===== config.mk =====
export PLATFORM = sky130hd
export DESIGN_NAME = lcd_seq
export DESIGN_NICKNAME = d
export VERILOG_FILES = /design/src/rtl/lcd_seq.sv
export SDC_FILE = /design/constraint.sdc
export NUM_CORES = 1
export LEC_CHECK = 0
export CAP_MARGIN = 0
export CORE_UTILIZATION = 44
export DETAILED_ROUTE_END_ITERATION = 8
export PLACE_DENSITY_LB_ADDON = 0.12
export SYNTH_ARGS = -nofsm -noshare
export SYNTH_HDL_FRONTEND = slang
export SYNTH_SLANG_ARGS = --single-unit
export TNS_END_PERCENT = 50

===== constraint.sdc =====
create_clock -name clk -period 9.4 [get_ports clk]
set_input_delay 2.35 -clock clk [delete_from_list [all_inputs] [get_ports clk]]
set_output_delay 2.35 -clock clk [all_outputs]
set_load 0.01 [all_outputs]

===== src/rtl/lcd_seq.sv =====
// lcd_seq: character-LCD write sequencer with power-on init and a 4-deep byte request FIFO.
// Each byte is sent as two 4-bit nibbles on sf_d, with one lcd_e strobe per nibble.
module lcd_seq #(
  parameter int T_PWR   = 750000,
  parameter int T_W1    = 205000,
  parameter int T_W2    = 5000,
  parameter int T_SU    = 2,
  parameter int T_EH    = 12,
  parameter int T_GAP   = 50,
  parameter int T_SHORT = 2000,
  parameter int T_LONG  = 82000
) (
  input  logic       clk,
  input  logic       reset,
  input  logic       req_valid,
  output logic       req_ready,
  input  logic       req_rs,
  input  logic [7:0] req_data,
  input  logic       req_long,
  output logic       init_done,
  output logic       busy,
  output logic [3:0] sf_d,
  output logic       lcd_e,
  output logic       lcd_rs,
  output logic       lcd_rw,
  output logic       sf_ceo
);
  typedef enum logic [3:0] {
    PWR_WAIT, INIT_SU, INIT_EH, INIT_WAIT, IDLE,
    HI_SU, HI_EH, GAP, LO_SU, LO_EH, SETTLE
  } state_t;
  state_t      r_state;
  logic [19:0] r_cnt;
  logic        r_armed;
  logic [1:0]  r_idx;
  logic [9:0]  r_hold;
  logic [9:0]  r_mem [4];
  logic [1:0]  r_wp, r_rp;
  logic [2:0]  r_fill;
  logic [3:0]  r_sf_d;
  logic        r_e, r_rs, r_init_done;
  logic        w_empty, w_push, w_pop;
  logic [9:0]  w_head;
  logic [1:0]  w_idx_nxt;
  logic [19:0] w_init_wait;
  assign w_empty     = r_fill == 3'd0;
  assign req_ready   = r_fill != 3'd4;
  assign w_push      = req_valid & req_ready;
  assign w_pop       = !w_empty && r_cnt == 20'd0 && (r_state == IDLE || r_state == SETTLE);
  assign w_head      = r_mem[r_rp];
  assign w_idx_nxt   = r_idx + 2'd1;
  assign w_init_wait = r_idx == 2'd0 ? 20'(T_W1 - 1) :
                       r_idx == 2'd1 ? 20'(T_W2 - 1) : 20'(T_SHORT - 1);
  assign sf_d      = r_sf_d;
  assign lcd_e     = r_e;
  assign lcd_rs    = r_rs;
  assign init_done = r_init_done;
  assign busy      = r_state != IDLE || !w_empty;
  assign lcd_rw    = 1'b0;
  assign sf_ceo    = 1'b0;
  always_ff @(posedge clk)
    if (w_push) r_mem[r_wp] <= {req_long, req_rs, req_data};
  always_ff @(posedge clk or negedge reset) begin
    if (!reset) begin
      r_wp   <= '0;
      r_rp   <= '0;
      r_fill <= '0;
    end else begin
      if (w_push) r_wp <= r_wp + 2'd1;
      if (w_pop) r_rp <= r_rp + 2'd1;
      r_fill <= r_fill + 3'(w_push) - 3'(w_pop);
    end
  end
  // The counter is 0 out of reset, so the first PWR_WAIT cycle arms it to make the wait exactly T_PWR.
  always_ff @(posedge clk or negedge reset) begin
    if (!reset) begin
      r_state     <= PWR_WAIT;
      r_cnt       <= '0;
      r_armed     <= 1'b0;
      r_idx       <= '0;
      r_hold      <= '0;
      r_sf_d      <= '0;
      r_e         <= 1'b0;
      r_rs        <= 1'b0;
      r_init_done <= 1'b0;
    end else if (r_state == PWR_WAIT && !r_armed) begin
      r_armed <= 1'b1;
      r_cnt   <= 20'(T_PWR - 2);
    end else if (r_cnt != 20'd0) begin
      r_cnt <= r_cnt - 20'd1;
    end else begin
      case (r_state)
        PWR_WAIT: begin
          r_state <= INIT_SU;
          r_cnt   <= 20'(T_SU - 1);
          r_sf_d  <= 4'h3;
        end
        INIT_SU: begin
          r_state <= INIT_EH;
          r_cnt   <= 20'(T_EH - 1);
          r_e     <= 1'b1;
        end
        INIT_EH: begin
          r_state <= INIT_WAIT;
          r_cnt   <= w_init_wait;
          r_e     <= 1'b0;
        end
        INIT_WAIT:
          if (r_idx == 2'd3) begin
            r_state     <= IDLE;
            r_init_done <= 1'b1;
          end else begin
            r_state <= INIT_SU;
            r_idx   <= w_idx_nxt;
            r_cnt   <= 20'(T_SU - 1);
            r_sf_d  <= w_idx_nxt == 2'd3 ? 4'h2 : 4'h3;
          end
        HI_SU: begin
          r_state <= HI_EH;
          r_cnt   <= 20'(T_EH - 1);
          r_e     <= 1'b1;
          r_sf_d  <= r_hold[7:4];
          r_rs    <= r_hold[8];
        end
        HI_EH: begin
          r_state <= GAP;
          r_cnt   <= 20'(T_GAP - 1);
          r_e     <= 1'b0;
        end
        GAP: begin
          r_state <= LO_SU;
          r_cnt   <= 20'(T_SU - 1);
          r_sf_d  <= r_hold[3:0];
        end
        LO_SU: begin
          r_state <= LO_EH;
          r_cnt   <= 20'(T_EH - 1);
          r_e     <= 1'b1;
        end
        LO_EH: begin
          r_state <= SETTLE;
          r_cnt   <= r_hold[9] ? 20'(T_LONG - 1) : 20'(T_SHORT - 1);
          r_e     <= 1'b0;
        end
        IDLE, SETTLE:
          if (w_pop) begin
            r_state <= HI_SU;
            r_cnt   <= 20'(T_SU - 1);
            r_hold  <= w_head;
            r_sf_d  <= w_head[7:4];
            r_rs    <= w_head[8];
          end else begin
            r_state <= IDLE;
          end
        default: r_state <= PWR_WAIT;
      endcase
    end
  end
endmodule

# Word level (Yosys, flattened, before mapping)
# Memories as Yosys holds them, arrays and structs flattened.
# Cells that the tools add are included.
[op_classes]
n_div = 0
n_shift = 0
order_cmp = 0
n_eq_ne = 19
n_bitwise = 4
muxes = 20
n_reduce_logical = 28
n_mul = 0
add_sub_neg = 6
[op_table]
columns = ["cell", "count"]
rows = [
  ["20-bit one-hot mux with 7 select lines", 1],
  ["20-bit 2-to-1 mux", 4],
  ["4-bit one-hot mux with 10 select lines", 1],
  ["20-bit zero test", 1],
  ["4-bit one-hot mux with 5 select lines", 1],
  ["20-bit nonzero test", 1],
  ["20-bit by 1-bit subtractor with 20-bit output, second input constant", 1],
  ["18-bit 2-to-1 mux", 1],
  ["17-bit 2-to-1 mux", 1],
  ["4-bit by 3-bit == test with 1-bit output, second input constant", 4],
  ["4-bit AND reduction", 4],
  ["13-bit 2-to-1 mux", 1],
  ["4-bit == test, second input constant", 3],
  ["9-bit nonzero test", 1],
  ["4-bit by 2-bit == test with 1-bit output, second input constant", 2],
  ["4-bit 2-to-1 mux", 2],
  ["4-bit inequality test, second input constant", 2],
  ["2-bit by 1-bit adder with 2-bit output, second input constant", 3],
  ["3-bit AND reduction", 2],
  ["3-bit OR reduction", 2],
  ["1-bit 2-to-1 mux", 5],
  ["5-bit AND reduction", 1],
  ["5-bit nonzero test", 1],
  ["2-bit == test, second input constant", 2],
  ["20 further kinds", 30],
]
[word_totals]
ram_bits = 40
mem_count = 1
latchBits = 0
rom_bits = 0
output_inout_bits = 11
ff_bits = 51
[mem_list]
columns = ["name", "words", "word_bits", "read_ports", "rd_clocked_by_memory_dff", "write_ports", "line_no", "source"]
rows = [
  ["r_mem", 4, 10, 1, 0, 1, "37", "logic [9:0] r_mem [4];"],
]

# Longest topological paths before layout
# Gate-level depths: netlist (run 1).
[logic_depth]
depth_word = 8
mapped_depth = 11
depth_no_buf = 9

# Least setup slack after synthesis (run 1)
# No wires, ideal clock.
[synth_path]
kind = "flip-flop to output port"
start = "register r_fill[2]"
end = "output port busy"
required_ns = 7.050
path_buffers = 0
t_arrival_ns = 1.195
stages_incl_launch_ff = 3
setup_slack_ns = 5.855
path_cell_list = "dfrtp_1 -> nor3_1 -> nand3_1"
[synth_between]
elab_chain_cells = 3
[synth_lines]
columns = ["element", "line_no", "source"]
rows = [
  ["start, declared", "39", "logic [2:0] r_fill;"],
  ["start signal, assigned", "71", "r_fill <= r_fill + 3'(w_push) - 3'(w_pop);"],
  ["3-bit zero test", "46", "assign w_empty = r_fill == 3'd0;"],
  ["1-bit zero test", "58", "assign busy = r_state != IDLE || !w_empty;"],
  ["1-bit logical OR", "58", ""],
  ["end, declared", "21", "output logic busy,"],
]
# Every way passes these cells.

# Worst setup path after layout (run 1)
[layout_path]
start = "register r_state[2]"
end = "output port busy"
[layout_between]
elab_chain_cells = 2
[layout_lines]
columns = ["element", "line_no", "source"]
rows = [
  ["start, declared", "32", "state_t r_state;"],
  ["start signal, assigned", "77", "r_state <= PWR_WAIT;"],
  ["start signal, assigned", "94", "r_state <= INIT_SU;"],
  ["start signal, assigned", "99", "r_state <= INIT_EH;"],
  ["4-bit by 3-bit inequality test with 1-bit output", "58", ""],
  ["1-bit logical OR", "58", ""],
]
# Every way passes these cells.

==> results of run 1 <==
synth_stat cells (all sizes together) (3+ instances only):
| cell | number | area, um2 |
|---|---|---|
| a211oi | 5 | 37.5 |
| a21oi | 17 | 85.1 |
| a22oi | 6 | 45.0 |
| and2 | 3 | 18.8 |
| and3 | 5 | 31.3 |
| buf | 6 | 45.0 |
| clkbuf | 17 | 63.8 |
| dfrtp | 51 | 1280 |
| edfxtp | 40 | 1200 |
| ha | 11 | 138 |
| inv | 11 | 41.3 |
| mux2 | 17 | 221 |
| mux2i | 5 | 50.1 |
| mux4 | 10 | 225 |
| nand2 | 22 | 82.6 |
| nand2b | 9 | 56.3 |
| nand3 | 7 | 35.0 |
| nand4 | 6 | 37.5 |
| nor2 | 25 | 93.8 |
| nor3 | 21 | 105 |
| nor4 | 7 | 56.3 |
| o21ai | 20 | 100 |
| o22ai | 5 | 31.3 |
| o2bb2ai | 3 | 26.3 |
| o31ai | 6 | 45.0 |
| or2 | 5 | 33.8 |
| or3 | 4 | 25.0 |
| or4 | 4 | 37.5 |
| xnor2 | 12 | 105 |
| xor2 | 5 | 43.8 |
per-layer routing:
layer	GRT usage	share of wire	vias to the layer above
met3	0.0368	0.036	12
met2	0.298	0.49	65
met4	0.0684	0.014	0
met5	0	0	-
met1	0.273	0.46	1530
li1	-	-	1477
sequential cells by signal, indices dropped and copies added, names as in the netlist:
name / count
init_done: 1
lcd_e: 1
lcd_rs: 1
r_armed: 1
r_cnt: 20
r_fill: 3
r_hold: 10
r_idx: 2
r_mem: 40
r_rp: 2
r_state: 4
r_wp: 2
sf_d: 4
critical path, stage by stage (launching register included):
cell             delay [ns]
dfrtp_1                0.78
nor2b_1                0.40
nand3_1                0.12
clkdlybuf4s50_1        0.49
cell type report:
type,count,area [um2]
multi-input combinational,267,2010
sequential,91,2480
fill,930,5130
clock inverter,7,88.8
tap,136,170
clock buffer,9,124
inverter,11,41.3
timing repair buffer,25,235
stage by stage:
stage	cells	cell area [um2]	total power (uW)	worst slack [ns]
3_5_place_dp	530	4940	601	5.32
3_3_place_gp	530	4940	596	5.35
2_1_floorplan	392	4630	555	5.85
6_report	546	5150	867	4.90
5_1_grt	546	5150	913	4.71
4_1_cts	546	5150	877	4.90
cells by family after synthesis:
group,Yosys count
simple gates,125
flops,91
compound gates,79
buf+inv,34
mux,32
xor+xnor,17
fa+ha+maj,12
other cells,1
power by group through the flow:
stage | clock [uW] | sequential (uW) | combinational, uW
global placement | 0 | 489 | 107
detailed placement | 0 | 491 | 110
floorplan | 0 | 486 | 69.4
global route | 301 | 489 | 123
finish | 276 | 483 | 108
CTS | 283 | 483 | 111
final timing paths:
path	endpoint	slack [ns]	depth (start not counted)
worst min register to register	init_done	0.48	1
min in group asynchronous	lcd_e	2.07	2
worst max register to register	r_fill[2]	5.57	8
worst max-delay path	busy	4.90	3
max in group asynchronous	r_cnt[3]	6.85	2
worst min-delay path	init_done	0.48	1
==> flow_summary.toml, run 1 <==
[timing]
fin_crit_ns = 4.50
setup_tns_ns = 0
setup-violations-final = 0
fmax_ghz = 0.222
maxSlewViolCount = 0
final.setup_skew_ns = 0.0140
slew_headroom = 0.294
timing.final.crit_share = 0.479
whs_ns = 0.483
hold_violations = 0
tightest_slew_ns = 1.05
rsz0062_at_grt = "false"

[placement]
port_buffers = 21
routabilityCongestion = 0.845
dpl.hpwl_um = 6550

[floorplanning]
start_util = 0.450
core_um2 = 10300
dieArea_um2 = 10900
die_w_um = 105
ios = 24
die_h_um = 105
rows = 37

[cts]
clockBufferDepth = 2
clock_latency_ns = 0.37
htreeDepth = 3
tritoncts = "done"
cts-root-buf = "clkbuf_8"
cts_resized = 0
numClockSinks = 91
ctsHoldBuffers = 0
cts_buffers = 9
clk_pin_slew_ns = 0.11
post_cts_buffers = 0

[synth]
synth_edf_count = 40
synth_cells = 391
synth-seq-cells = 91
synth_top_family_by_area = "simple AND/OR/NAND/NOR gates"
synth_compound_area_frac = 0.111
seq_area_frac_synth = 0.536
syn-cell-area_um2 = 4630
avgSynthCellArea_um2 = 11.8
synth_ff_type = "dfrtp_1"
synthArstFlopShare = 0.560
ys_types = 58
synthXorXnorAreaFrac = 0.0322
synth_fa_ha_area_frac = 0.0341
ys_warn_count = 0
muxShareOfSynthArea = 0.107
synthSimpleGateAreaFrac = 0.147

[critical_path]
worstSetupEndpointType = "output port"
worstPathRequired_ns = 7.05
reg2reg_from = "r_cnt[4]"
startpoint = "r_state[2]"
cp.arrival_ns = 2.15
start_kind = "flip-flop"
crit_fanout = 24
path_class = "reg -> out"

[job]
maxCapViolCount = 0

[pwr]
p_sw_uw = 251
p_int_uw = 616
p_leak_uw = 0.00185
irDropWorstVdd_uv = 86.7
pwr-share-comb = 0.124
switching_share = 0.290
powerDensity_nw_per_um2 = 168
p_clk_frac = 0.318
seqPwrFrac = 0.558

[worst_hold_path]
min_from = "init_done"
hp-class = "reg -> reg"

[detailed_routing]
drc = 0
ant_nets = 0
drt_iter0_drc = 154
totalWireLength_um = 9600
wl_per_cell_um = 17.6
vias = 3084
first_pass_iters = 4
vias_per_cell = 5.65

[layout]
n_antenna_cell = 0
area_growth_pct = 11.3
final_common_cell = "dfrtp_1"
final_core_util = 0.501
final_cell_mix = "dfrtp_1 (51), edfxtp_1 (40), nor2_1 (25), nand2_1 (22)"
drive_above_1_share = 0.151
nets = 430

[global_routing]
grt_pass1_wl_um = 16400
grt_pass1_vias = 3071
track_usage = 0.194
grt_antenna_before_repair = 0
overflow = 0
grt_max_degree = 52

[outcome]
outcome = "completed"
(Power assumes the default switching activity.)
==> run 2: changes to the inputs <==
==> constraint.sdc (replaced) <==
create_clock -name clk -period 4.62 [get_ports clk]
set_input_delay 1.155 -clock clk [delete_from_list [all_inputs] [get_ports clk]]
set_output_delay 1.155 -clock clk [all_outputs]
set_load 0.01 [all_outputs]
==> run 2 against run 1 <==
Effect of this change:
- global-route usage is 0.13 points higher
- flip-flop and latch count did not move
- die area unchanged
- critical path type is now reg -> reg
- largest power group unchanged
==> flow_summary.toml, run 2 (synthesized netlist as in run 1, its figures left out) <==
[floorplanning]
rows = 37
ios = 24
start_util = 0.450
die_w_um = 105
core_um2 = 10300
dieArea_um2 = 10900
die_h_um = 105

[critical_path]
ff2ff_path_depth = 9
r2r_end = "r_fill[2]"
path_class = "reg -> reg"
cp.arrival_ns = 3.61
crit_fanout = 12
start_kind = "flip-flop"
reg2reg_from = "r_cnt[4]"
worstSetupEndpointType = "flip-flop"
r2r_setup_slack_ns = 1.25
worstPathRequired_ns = 4.86

[placement]
dpl.hpwl_um = 6760
routabilityCongestion = 0.820
dp_slack_ns = 1.28
port_buffers = 21

[layout]
n_antenna_cell = 0
largest_reg_flops = 40
final_cell_mix = "dfrtp_1 (51), edfxtp_1 (40), nor2_1 (25), nand2_1 (22)"
top_regs = "r_mem: 40 flops, r_cnt: 20 flops, r_hold: 10 flops"
final_common_cell = "dfrtp_1"
regMostFlops = "r_mem"
area_growth_pct = 11.6
drive_above_1_share = 0.157
nets = 433

[detailed_routing]
totalWireLength_um = 9850
first_pass_iters = 4
vias = 3135
drc = 0
wl_per_cell_um = 17.9
vias_per_cell = 5.71
ant_nets = 0
drt_iter0_drc = 155

[job]
maxCapViolCount = 0

[timing]
fin_crit_ns = 3.37
rsz0062_at_grt = "false"
setup_tns_ns = 0
fmax_ghz = 0.297
maxSlewViolCount = 0
timing.final.crit_share = 0.730
tightest_slew_ns = 0.873
hold_violations = 0
setup_slack_ns = 1.25
final.setup_skew_ns = 0.0135
slew_headroom = 0.418
setup-violations-final = 0

[cts]
ctsHoldBuffers = 0
numClockSinks = 91
clock_latency_ns = 0.36
clockBufferDepth = 2
tritoncts = "done"
cts_resized = 0
clk_pin_slew_ns = 0.10
htreeDepth = 3
cts_buffers = 9
cts-root-buf = "clkbuf_8"
post_cts_buffers = 0

[outcome]
outcome = "completed"

[pwr]
p_leak_uw = 0.00187
p_sw_uw = 475
p_int_uw = 1290
seqPwrFrac = 0.556
powerDensity_nw_per_um2 = 342
pwr-share-comb = 0.124
p_clk_frac = 0.320
irDropWorstVdd_uv = 240
switching_share = 0.269

[worst_hold_path]
whs_endpoint = "init_done"
whs_path_depth = 1
hp-class = "reg -> reg"
min_from = "init_done"

[global_routing]
grt_antenna_before_repair = 0
track_usage = 0.195
grt_pass1_wl_um = 16500
grt_max_degree = 52
grt_pass1_vias = 3109
overflow = 0
## run 2: per-layer routing
metal | wire [um] | track usage | up-vias
met5 | 0 | 0 | -
met4 | 114 | 0.0582 | 0
met3 | 261 | 0.0374 | 10
met2 | 4910 | 0.325 | 57
met1 | 4570 | 0.258 | 1579
li1 | - | - | 1489
## run 2: worst max-delay path, cell delays in order, from the launching register on
cell and delay [ns]:
dfrtp_1 0.42, nor4_2 0.53, nand2_1 0.38, or4_4 0.65, nor3b_4 0.20, buf_4 0.26
xnor2_1 0.10, ha_1 0.20, fa_1 0.38, xnor2_1 0.13
## run 2: metrics by stage
step	hold slack [ns]	util	cell area [um2]	std cells	total power (uW)
after floorplan	0.464	-	4630	392	1130
after global placement	0.461	0.483	4960	533	1210
after detailed placement	0.467	0.483	4960	533	1230
after CTS	0.493	0.502	5160	549	1790
after global routing	0.524	0.502	5160	549	1860
final	0.492	0.502	5160	549	1770
## run 2: how the worst max path moves through the flow
stage                endpoint  depth (start not counted)       from
detailed placement  r_fill[2]                          9   r_cnt[4]
global route        r_fill[2]                          9   r_cnt[2]
finish              r_fill[2]                          9   r_cnt[4]
floorplan           r_fill[2]                         10  r_cnt[15]
global placement    r_fill[2]                          9   r_cnt[4]
CTS                 r_fill[2]                          9   r_cnt[4]
## run 2: cell type report
class / instances / area, um2
fillers: 937 / 5110
flip-flops and latches: 91 / 2480
multi-input cells: 267 / 2010
repair buffers: 28 / 258
well taps: 136 / 170
clock buffers: 9 / 124
clock inverters: 7 / 78.8
inverters: 11 / 41.3
## run 2: power groups by stage
stage,Combinational [uW],Sequential [uW],Clock (uW)
2_1_floorplan,141,988,0
6_report,219,982,566
3_3_place_gp,216,995,0
5_1_grt,248,993,615
3_5_place_dp,226,1000,0
4_1_cts,228,982,582
